### config.mk
export PLATFORM = sky130hd
export DESIGN_NAME = letc_core_decode_stage
export DESIGN_NICKNAME = d
export VERILOG_FILES = /design/src/rtl/letc_core_decode_stage.sv
export SDC_FILE = /design/constraint.sdc
export NUM_CORES = 1
export LEC_CHECK = 0
export ABC_AREA = 1
export BUFFER_PORTS_ARGS = -buffer_cell sky130_fd_sc_hd__buf_2
export CAP_MARGIN = 15
export CORE_MARGIN = 3
export CORE_UTILIZATION = 30
export DETAILED_ROUTE_END_ITERATION = 12
export GPL_TIMING_DRIVEN = 0
export MAX_ROUTING_LAYER = met4
export PLACE_DENSITY_LB_ADDON = 0.2
export SYNTH_ARGS = -nofsm -noshare
export SYNTH_HDL_FRONTEND = slang
export SYNTH_SLANG_ARGS = --single-unit
### constraint.sdc
create_clock -name i_clk -period 12.9 [get_ports i_clk]
set_input_delay 1.29 -clock i_clk [delete_from_list [all_inputs] [get_ports i_clk]]
set_output_delay 1.29 -clock i_clk [all_outputs]
set_load 0.005 [all_outputs]
### src/rtl/letc_core_decode_stage.sv
// letc_core_decode_stage
//   Registered RV32/RV64 decode stage between fetch and execute. Each accepted
//   instruction is classified by its major opcode, and its register indices,
//   funct3 and sign-extended immediate are extracted. An illegal-instruction
//   flag is raised for encodings this configuration does not implement.
//   Illegal bundles are delivered like any other bundle. A main register plus
//   a skid register give full throughput with a registered o_inst_ready.
//
// Ports
//   i_clk, i_rst          clock, asynchronous active-high reset
//   i_flush               drop everything held in the stage
//   i_inst_valid/o_inst_ready, i_inst, i_pc        upstream handshake and payload
//   o_dec_valid/i_dec_ready                        downstream handshake
//   o_dec_opcode/rd/rs1/rs2/funct3/imm/pc/illegal  decoded bundle (main register)
module letc_core_decode_stage #(
  parameter int XLEN      = 32,
  parameter int SUPPORT_A = 0,
  parameter int SUPPORT_F = 0
) (
  input  logic            i_clk,
  input  logic            i_rst,
  input  logic            i_flush,
  input  logic            i_inst_valid,
  output logic            o_inst_ready,
  input  logic [31:0]     i_inst,
  input  logic [XLEN-1:0] i_pc,
  output logic            o_dec_valid,
  input  logic            i_dec_ready,
  output logic [4:0]      o_dec_opcode,
  output logic [4:0]      o_dec_rd,
  output logic [4:0]      o_dec_rs1,
  output logic [4:0]      o_dec_rs2,
  output logic [2:0]      o_dec_funct3,
  output logic [XLEN-1:0] o_dec_imm,
  output logic [XLEN-1:0] o_dec_pc,
  output logic            o_dec_illegal
);

  typedef enum logic [4:0] {
    LOAD     = 5'b00000, LOAD_FP  = 5'b00001, CUSTOM_0 = 5'b00010, MISC_MEM = 5'b00011,
    OP_IMM   = 5'b00100, AUIPC    = 5'b00101, OP_IMM_32 = 5'b00110, B48_0  = 5'b00111,
    STORE    = 5'b01000, STORE_FP = 5'b01001, CUSTOM_1 = 5'b01010, AMO      = 5'b01011,
    OP       = 5'b01100, LUI      = 5'b01101, OP_32    = 5'b01110, B64      = 5'b01111,
    MADD     = 5'b10000, MSUB     = 5'b10001, NMSUB    = 5'b10010, NMADD    = 5'b10011,
    OP_FP    = 5'b10100, RESERVED_10101 = 5'b10101, CUSTOM_2 = 5'b10110, B48_1 = 5'b10111,
    BRANCH   = 5'b11000, JALR     = 5'b11001, RESERVED_11010 = 5'b11010, JAL = 5'b11011,
    SYSTEM   = 5'b11100, RESERVED_11101 = 5'b11101, CUSTOM_3 = 5'b11110, BGE80 = 5'b11111
  } opcode_e;

  typedef struct packed {
    logic [4:0]      opcode;
    logic [4:0]      rd;
    logic [4:0]      rs1;
    logic [4:0]      rs2;
    logic [2:0]      funct3;
    logic [XLEN-1:0] imm;
    logic [XLEN-1:0] pc;
    logic            illegal;
  } bundle_t;

  opcode_e     op;
  logic [31:0] imm32;
  logic        illegal;
  bundle_t     dec, main_q, skid_q;
  logic        main_vld, skid_vld;
  logic        accept, send;

  // Combinational decode of the incoming word.
  always_comb begin
    op    = opcode_e'(i_inst[6:2]);
    imm32 = '0;
    case (op)
      LOAD, LOAD_FP, OP_IMM, OP_IMM_32, JALR, SYSTEM:
        imm32 = {{20{i_inst[31]}}, i_inst[31:20]};
      STORE, STORE_FP:
        imm32 = {{20{i_inst[31]}}, i_inst[31:25], i_inst[11:7]};
      BRANCH:
        imm32 = {{19{i_inst[31]}}, i_inst[31], i_inst[7], i_inst[30:25], i_inst[11:8], 1'b0};
      LUI, AUIPC:
        imm32 = {i_inst[31:12], 12'b0};
      JAL:
        imm32 = {{11{i_inst[31]}}, i_inst[31], i_inst[19:12], i_inst[20], i_inst[30:21], 1'b0};
      default: imm32 = '0;
    endcase

    // Compressed-space words (bits[1:0] != 11) are never legal here.
    illegal = (i_inst[1:0] != 2'b11);
    case (op)
      CUSTOM_0, CUSTOM_1, CUSTOM_2, CUSTOM_3,
      RESERVED_10101, RESERVED_11010, RESERVED_11101,
      B48_0, B48_1, B64, BGE80:
        illegal = 1'b1;
      OP_IMM_32, OP_32:
        if (XLEN != 64) illegal = 1'b1;
      AMO:
        if (SUPPORT_A == 0) illegal = 1'b1;
      LOAD_FP, STORE_FP, OP_FP, MADD, MSUB, NMSUB, NMADD:
        if (SUPPORT_F == 0) illegal = 1'b1;
      default: ;
    endcase

    dec.opcode  = i_inst[6:2];
    dec.rd      = i_inst[11:7];
    dec.rs1     = i_inst[19:15];
    dec.rs2     = i_inst[24:20];
    dec.funct3  = i_inst[14:12];
    dec.imm     = XLEN'($signed(imm32));
    dec.pc      = i_pc;
    dec.illegal = illegal;
  end

  // Ready depends only on skid occupancy, so it never combinationally follows i_dec_ready.
  assign o_inst_ready = !skid_vld;
  assign accept       = i_inst_valid & o_inst_ready;
  assign send         = main_vld & i_dec_ready;

  // skid_vld implies main_vld: skid only fills while main is being held.
  always_ff @(posedge i_clk or posedge i_rst) begin
    if (i_rst) begin
      main_vld <= 1'b0;
      skid_vld <= 1'b0;
      main_q   <= '0;
      skid_q   <= '0;
    end else if (i_flush) begin
      main_vld <= 1'b0;
      skid_vld <= 1'b0;
    end else if (send) begin
      if (skid_vld) begin
        main_q   <= skid_q;
        skid_vld <= 1'b0;
      end else if (accept) begin
        main_q   <= dec;
      end else begin
        main_vld <= 1'b0;
      end
    end else if (accept) begin
      if (main_vld) begin
        skid_q   <= dec;
        skid_vld <= 1'b1;
      end else begin
        main_q   <= dec;
        main_vld <= 1'b1;
      end
    end
  end

  assign o_dec_valid   = main_vld;
  assign o_dec_opcode  = main_q.opcode;
  assign o_dec_rd      = main_q.rd;
  assign o_dec_rs1     = main_q.rs1;
  assign o_dec_rs2     = main_q.rs2;
  assign o_dec_funct3  = main_q.funct3;
  assign o_dec_imm     = main_q.imm;
  assign o_dec_pc      = main_q.pc;
  assign o_dec_illegal = main_q.illegal;

endmodule

Yosys cells after proc, flatten, opt, wreduce, memory -nomap -nowiden
Index checks and enable logic that the tools add are counted.
{"block": "word_totals", "reg_bits": 178, "input_bits": 69, "output_inout_bits": 90, "word_cells": 85}
{"block": "op_classes", "eq_ne": 33, "n_mux": 16, "bitwise_logic": 4, "reduce_logical": 14}
{"cell": "88-bit two-way mux", "n": 5}
{"cell": "32-bit case mux with 5 select lines", "n": 1}
{"cell": "5-bit equality test, second input constant", "n": 16}
{"cell": "5-bit by 4-bit equality test with 1-bit output, second input constant", "n": 7}
{"cell": "21-bit OR reduction", "n": 1}
{"cell": "5-bit by 3-bit equality test with 1-bit output, second input constant", "n": 4}
{"cell": "1-bit two-way mux", "n": 10}
{"cell": "4-bit AND reduction", "n": 2}
{"cell": "3-bit != test, second input constant", "n": 2}
{"cell": "3-bit nonzero test", "n": 2}
{"cell": "6-bit OR reduction", "n": 1}
{"cell": "5-bit by 1-bit equality test with 1-bit output, second input constant", "n": 1}
{"cell": "5-bit by 2-bit equality test with 1-bit output, second input constant", "n": 1}
{"cell": "5-bit logical NOT", "n": 1}
{"cell": "2-bit nonzero test", "n": 2}
{"cell": "2-bit OR reduction", "n": 2}
{"cell": "3-bit AND reduction", "n": 1}
{"cell": "1-bit bitwise AND", "n": 2}
{"cell": "2-bit by 1-bit != test with 1-bit output, second input constant", "n": 1}
{"cell": "2-bit != test, second input constant", "n": 1}
{"cell": "1-bit inverter", "n": 2}
{"cell": "2-bit AND reduction", "n": 1}
{"cell": "1-bit logical NOT", "n": 1}

Longest topological paths before layout
{"block": "depth", "word_depth": 6, "depth_mapped": 11, "depth_no_buf": 11}

Least setup slack after synthesis
No wires, ideal clock.
{"block": "synth_path", "path_type": "input -> register", "start": "input i_inst_valid", "end": "register main_q, in the netlist o_dec_opcode[0]", "setup_ps": 130, "arrival_ps": 2183, "required_time_ps": 12770, "path_slack_ps": 10587, "path_stages": 9, "n_path_buf": 2, "cell_sequence": "inv_1 -> nor2_1 -> nor2_1 -> nor2_1 -> nand2_1 -> inv_2 -> buf_4 -> buf_2 -> a31oi_1"}
{"block": "synth_via", "elab_chain_len": 3, "elab_cells_between_ends": 4}
{"element": "from (decl)", "line": "23", "rtl": "input logic i_inst_valid,"}
{"element": "1-bit bitwise AND *", "line": "114", "rtl": "assign accept = i_inst_valid & o_inst_ready;"}
{"element": "2-bit nonzero test (no line)"}
{"element": "4-bit AND reduction (no line) *"}
{"element": "to (signal assigned)", "line": "129", "rtl": "main_q <= skid_q;"}
{"element": "to (decl)", "line": "64", "rtl": "bundle_t dec, main_q, skid_q;"}
Every way passes the cells marked *; elsewhere a longest branch is shown, timed or not.
A chain may end at the register's enable or synchronous reset.

Final worst setup path
{"block": "layout_path", "start": "input i_inst_valid", "end": "register skid_q[83] (netlist bit)"}
{"block": "layout_via", "elab_chain_len": 2}
{"element": "1-bit bitwise AND", "line": "114"}
{"element": "4-bit AND reduction (no line)"}
{"element": "to (signal assigned)", "line": "123", "rtl": "skid_q <= '0;"}
{"element": "to (signal assigned)", "line": "138", "rtl": "skid_q <= dec;"}
{"element": "to (decl)", "line": "64"}
Every way passes these cells.

==> impl_results.md <==
- Reg2reg start: o_dec_valid$_DFFE_PP0P_
- Worst setup margin: between 10 and 15 ns
- Worst Tran Pin Value: 0.717 ns
- CTS buffer count: 17
- Die Height: ~170 µm
- Proportion of layout cells with a drive suffix above 1: 19.6%
- Num ports: about 160
- Cts-stage hold buffer count: 0
- Final Cycle Share: 19.9%
- Worst-case clock buffer depth: 2
- Post-Route Setup TNS: 0 ns
- Worst-skew pair later-pin latency: around 0.43 ns
- Synthesized cell area: roughly 8300 µm²
- First drt pass iteration count: 5
- Syn_nets: 1137
- CP Class: input port to register
- Crit path launch: i_inst_valid
- Final WL: ~27000 µm
- Die area: between 20000 and 30000 µm²
- Fin util: between 30% and 40%
- Netlist cell types: 24
- Multi-input logic area: roughly 3400 µm²
- Combinational share of power: a little under a fifth
- Via count: between 7000 and 8000
- CP endpoint: skid_q[83]$_DFFE_PP0P_
- Seq pwr share: between 40% and 50%
- R2r endpoint: skid_q[83]$_DFFE_PP0P_
- Vias in the first global route: roughly 7400
- Switching power: 0.490 mW
- CP arrival: ~2.9 ns
- WP buf/inv: 4
- Worst R2R Path Depth: 6
- Initial antenna violation count: 1
- GPL Wtd Cong: 0.836
- DRT iter0 DRCs: between 600 and 700
- Main flop type after synthesis: dfrtp_1
- Clock skew: around 0.0064 ns
- Worst slew margin: between 50% and 60%
- Num rows: 60
- Switching portion of total power: a little under a third
- Post-place instance area: roughly 9500 µm²
- Max incr delay on CP: about 0.54 ns
- # H-tree levels: 4
- # fillers: 2865
- Cells along the critical path: buf_2 -> inv_1 -> nor2_1 -> nand3_1 -> clkbuf_1 -> clkbuf_1 -> o21ai_0
- # DRC: 0
- Pint: between 1 and 1.5 mW
- Top cell type's share of synthesized area: about 54%
- HPWL after detailed placement: between 15000 and 20000 µm
- Nets@finish: 1315
- Final Instance Area: around 10000 µm²
- Post-Layout Cell Count: around 1600
- Port buffer count: 158
- Die Width: 172 µm
- Final Setup Violations: 0
- Initial Utilization: a little under a third
- Overall Global Routing Usage: 18.9%
- RSZ-0062 raised after global routing: false
- Crit path max-delay cell type: clkbuf_1
- Synth Area per Inst: 7.74 µm²
- Yosys reg bits: between 150 and 200
- Max-cap violations: 0
- Clk pwr share: about 33%
- Post_cts resized: 0
- CTS tree: done
- Synth area leader: dfrtp_1
- Power per cell area: 157 nW/µm²
- Critical Path End Type: register
- Status: finished, final reports clean
- Seq/Total Area, Yosys: 53.9%
- Worst EP required: approximately 13 ns
- Final Max Slew Viols: 0
- Commonest cells in the netlist: nand2_1, dfrtp_1, nor2_1, a31oi_1, nand3_1
- Worst slack, placed: about 9.9 ns
- GRT overflow: 0
- Core ar.: approximately 27000 µm²
- Synth warn: 0
- # Post-CTS Setup Buffers: 0
- Final min period: approximately 2.6 ns
- Fmax: roughly 0.4 GHz
- Startpoint types: input port
- Flop2flop setup slack: ~11 ns
- CP dominant cell by count: clkbuf_1
- First-pass GRT wire length: 41900 µm
- Routed Antenna Nets: 0
- Clock-pin slew on the worst setup and hold paths: around 0.070 ns
- Critical Path Fanout Max: 10
- Post-Syn Instances: between 1000 and 1500
- Min Hold Slack: 0.476 ns
- Largest net degree at the start of global routing: 119
- Top area cells in the synthesized netlist: dfrtp_1, nand2_1, nor2_1, a31oi_1, nand3_1
- Most common cell in the netlist: nand2_1
- Inst Count DP: 1568
- Post-synth EDFFs: 0
- VDD IR max: about 0.086 mV
- Final Hold Vio Count: 0
- Total power: about 1.6 mW
- Async SR Flop Fraction: 100%
- Leak pwr: ~5.4 nW
- Clock sink count: ~180
- Worst hold path class: register to register
- Via-per-instance ratio: between 4 and 5
- Worst path depth: 7
- Critical path's top delay family: buffers and inverters
- Register area: 4450 µm²
- Synth-to-layout area growth: 22.3%
- Root buf cell: clkbuf_16
- Beginning of the worst hold path: o_dec_imm[6]$_DFFE_PP0P_
- DR WL/cell: approximately 17 µm
-- power groups by stage --
stage | clock (mW) | combinational, mW | sequential (mW)
after floorplan | 0 | 0.166 | 0.770
after global placement | 0 | 0.301 | 0.772
after detailed placement | 0 | 0.306 | 0.776
after CTS | 0.537 | 0.307 | 0.765
after global routing | 0.561 | 0.348 | 0.783
final | 0.526 | 0.301 | 0.765
-- logic make-up after synthesis --
logic type,synth area share [%]
simple gates,33.4
buf+inv,5.10
xor+xnor,0.197
flops,53.9
compound gates,7.46
-- flip-flops by register name, summed over array words and instances (netlist names) --
signal         cells
o_dec_funct3       3
o_dec_illegal      1
o_dec_imm         32
o_dec_opcode       5
o_dec_pc          32
o_dec_rd           5
o_dec_rs1          5
o_dec_rs2          5
o_dec_valid        1
skid_q            88
skid_vld           1
-- worst min path at each step --
stage	to	slack, ns	cells past startpoint
finish	o_dec_imm[6]$_DFFE_PP0P_	0.48	2
global route	skid_q[5]$_DFFE_PP0P_	0.49	2
CTS	o_dec_imm[6]$_DFFE_PP0P_	0.48	2
detailed placement	o_dec_imm[27]$_DFFE_PP0P_	0.46	2
global placement	o_dec_illegal$_DFFE_PP0P_	0.46	2
floorplan	skid_q[10]$_DFFE_PP0P_	0.45	2
-- per-layer routing --
metal	GRT usage [%]	wire (µm)	up-vias
met5	-	0	-
met1	26.2	12900	3581
met3	3.80	1390	16
met2	29.1	12100	195
met4	3.58	231	0
li1	-	-	3770
-- final cells by class --
type                    count  area share, %
well taps                 341           4.22
plain buffers              63           2.91
diodes                      1         0.0247
clock buffers              17           4.21
flip-flops and latches    178           44.0
inverters                  34           1.34
multi-input cells         793           33.5
repair buffers            159           8.09
clock inverters            15           1.62
-- tightest hold or removal path, delay by kind of cell (launching register included) --
| kind | cells | cell delay, ns |
|---|---|---|
| flip-flops | 1 | 0.34 |
| AND/OR/NAND/NOR | 2 | 0.11 |
-- cells in the final DEF, fill, tap and decap left out, types with 3 or more instances in the layout --
master      count
inv_1          28
nor2_4          3
or2_2           7
nand4_1        15
clkinvlp_4      3
a31oi_1        75
buf_2         186
nand2_1       453
a21oi_1        11
nand3_1        44
o21ai_0        17
clkbuf_1       30
nor2_1        157
inv_8           4
inv_2           5
nand2_2         3
dfrtp_1       178
clkbuf_16      17
inv_6           5
No activity file was read; power rests on OpenSTA's default activity.
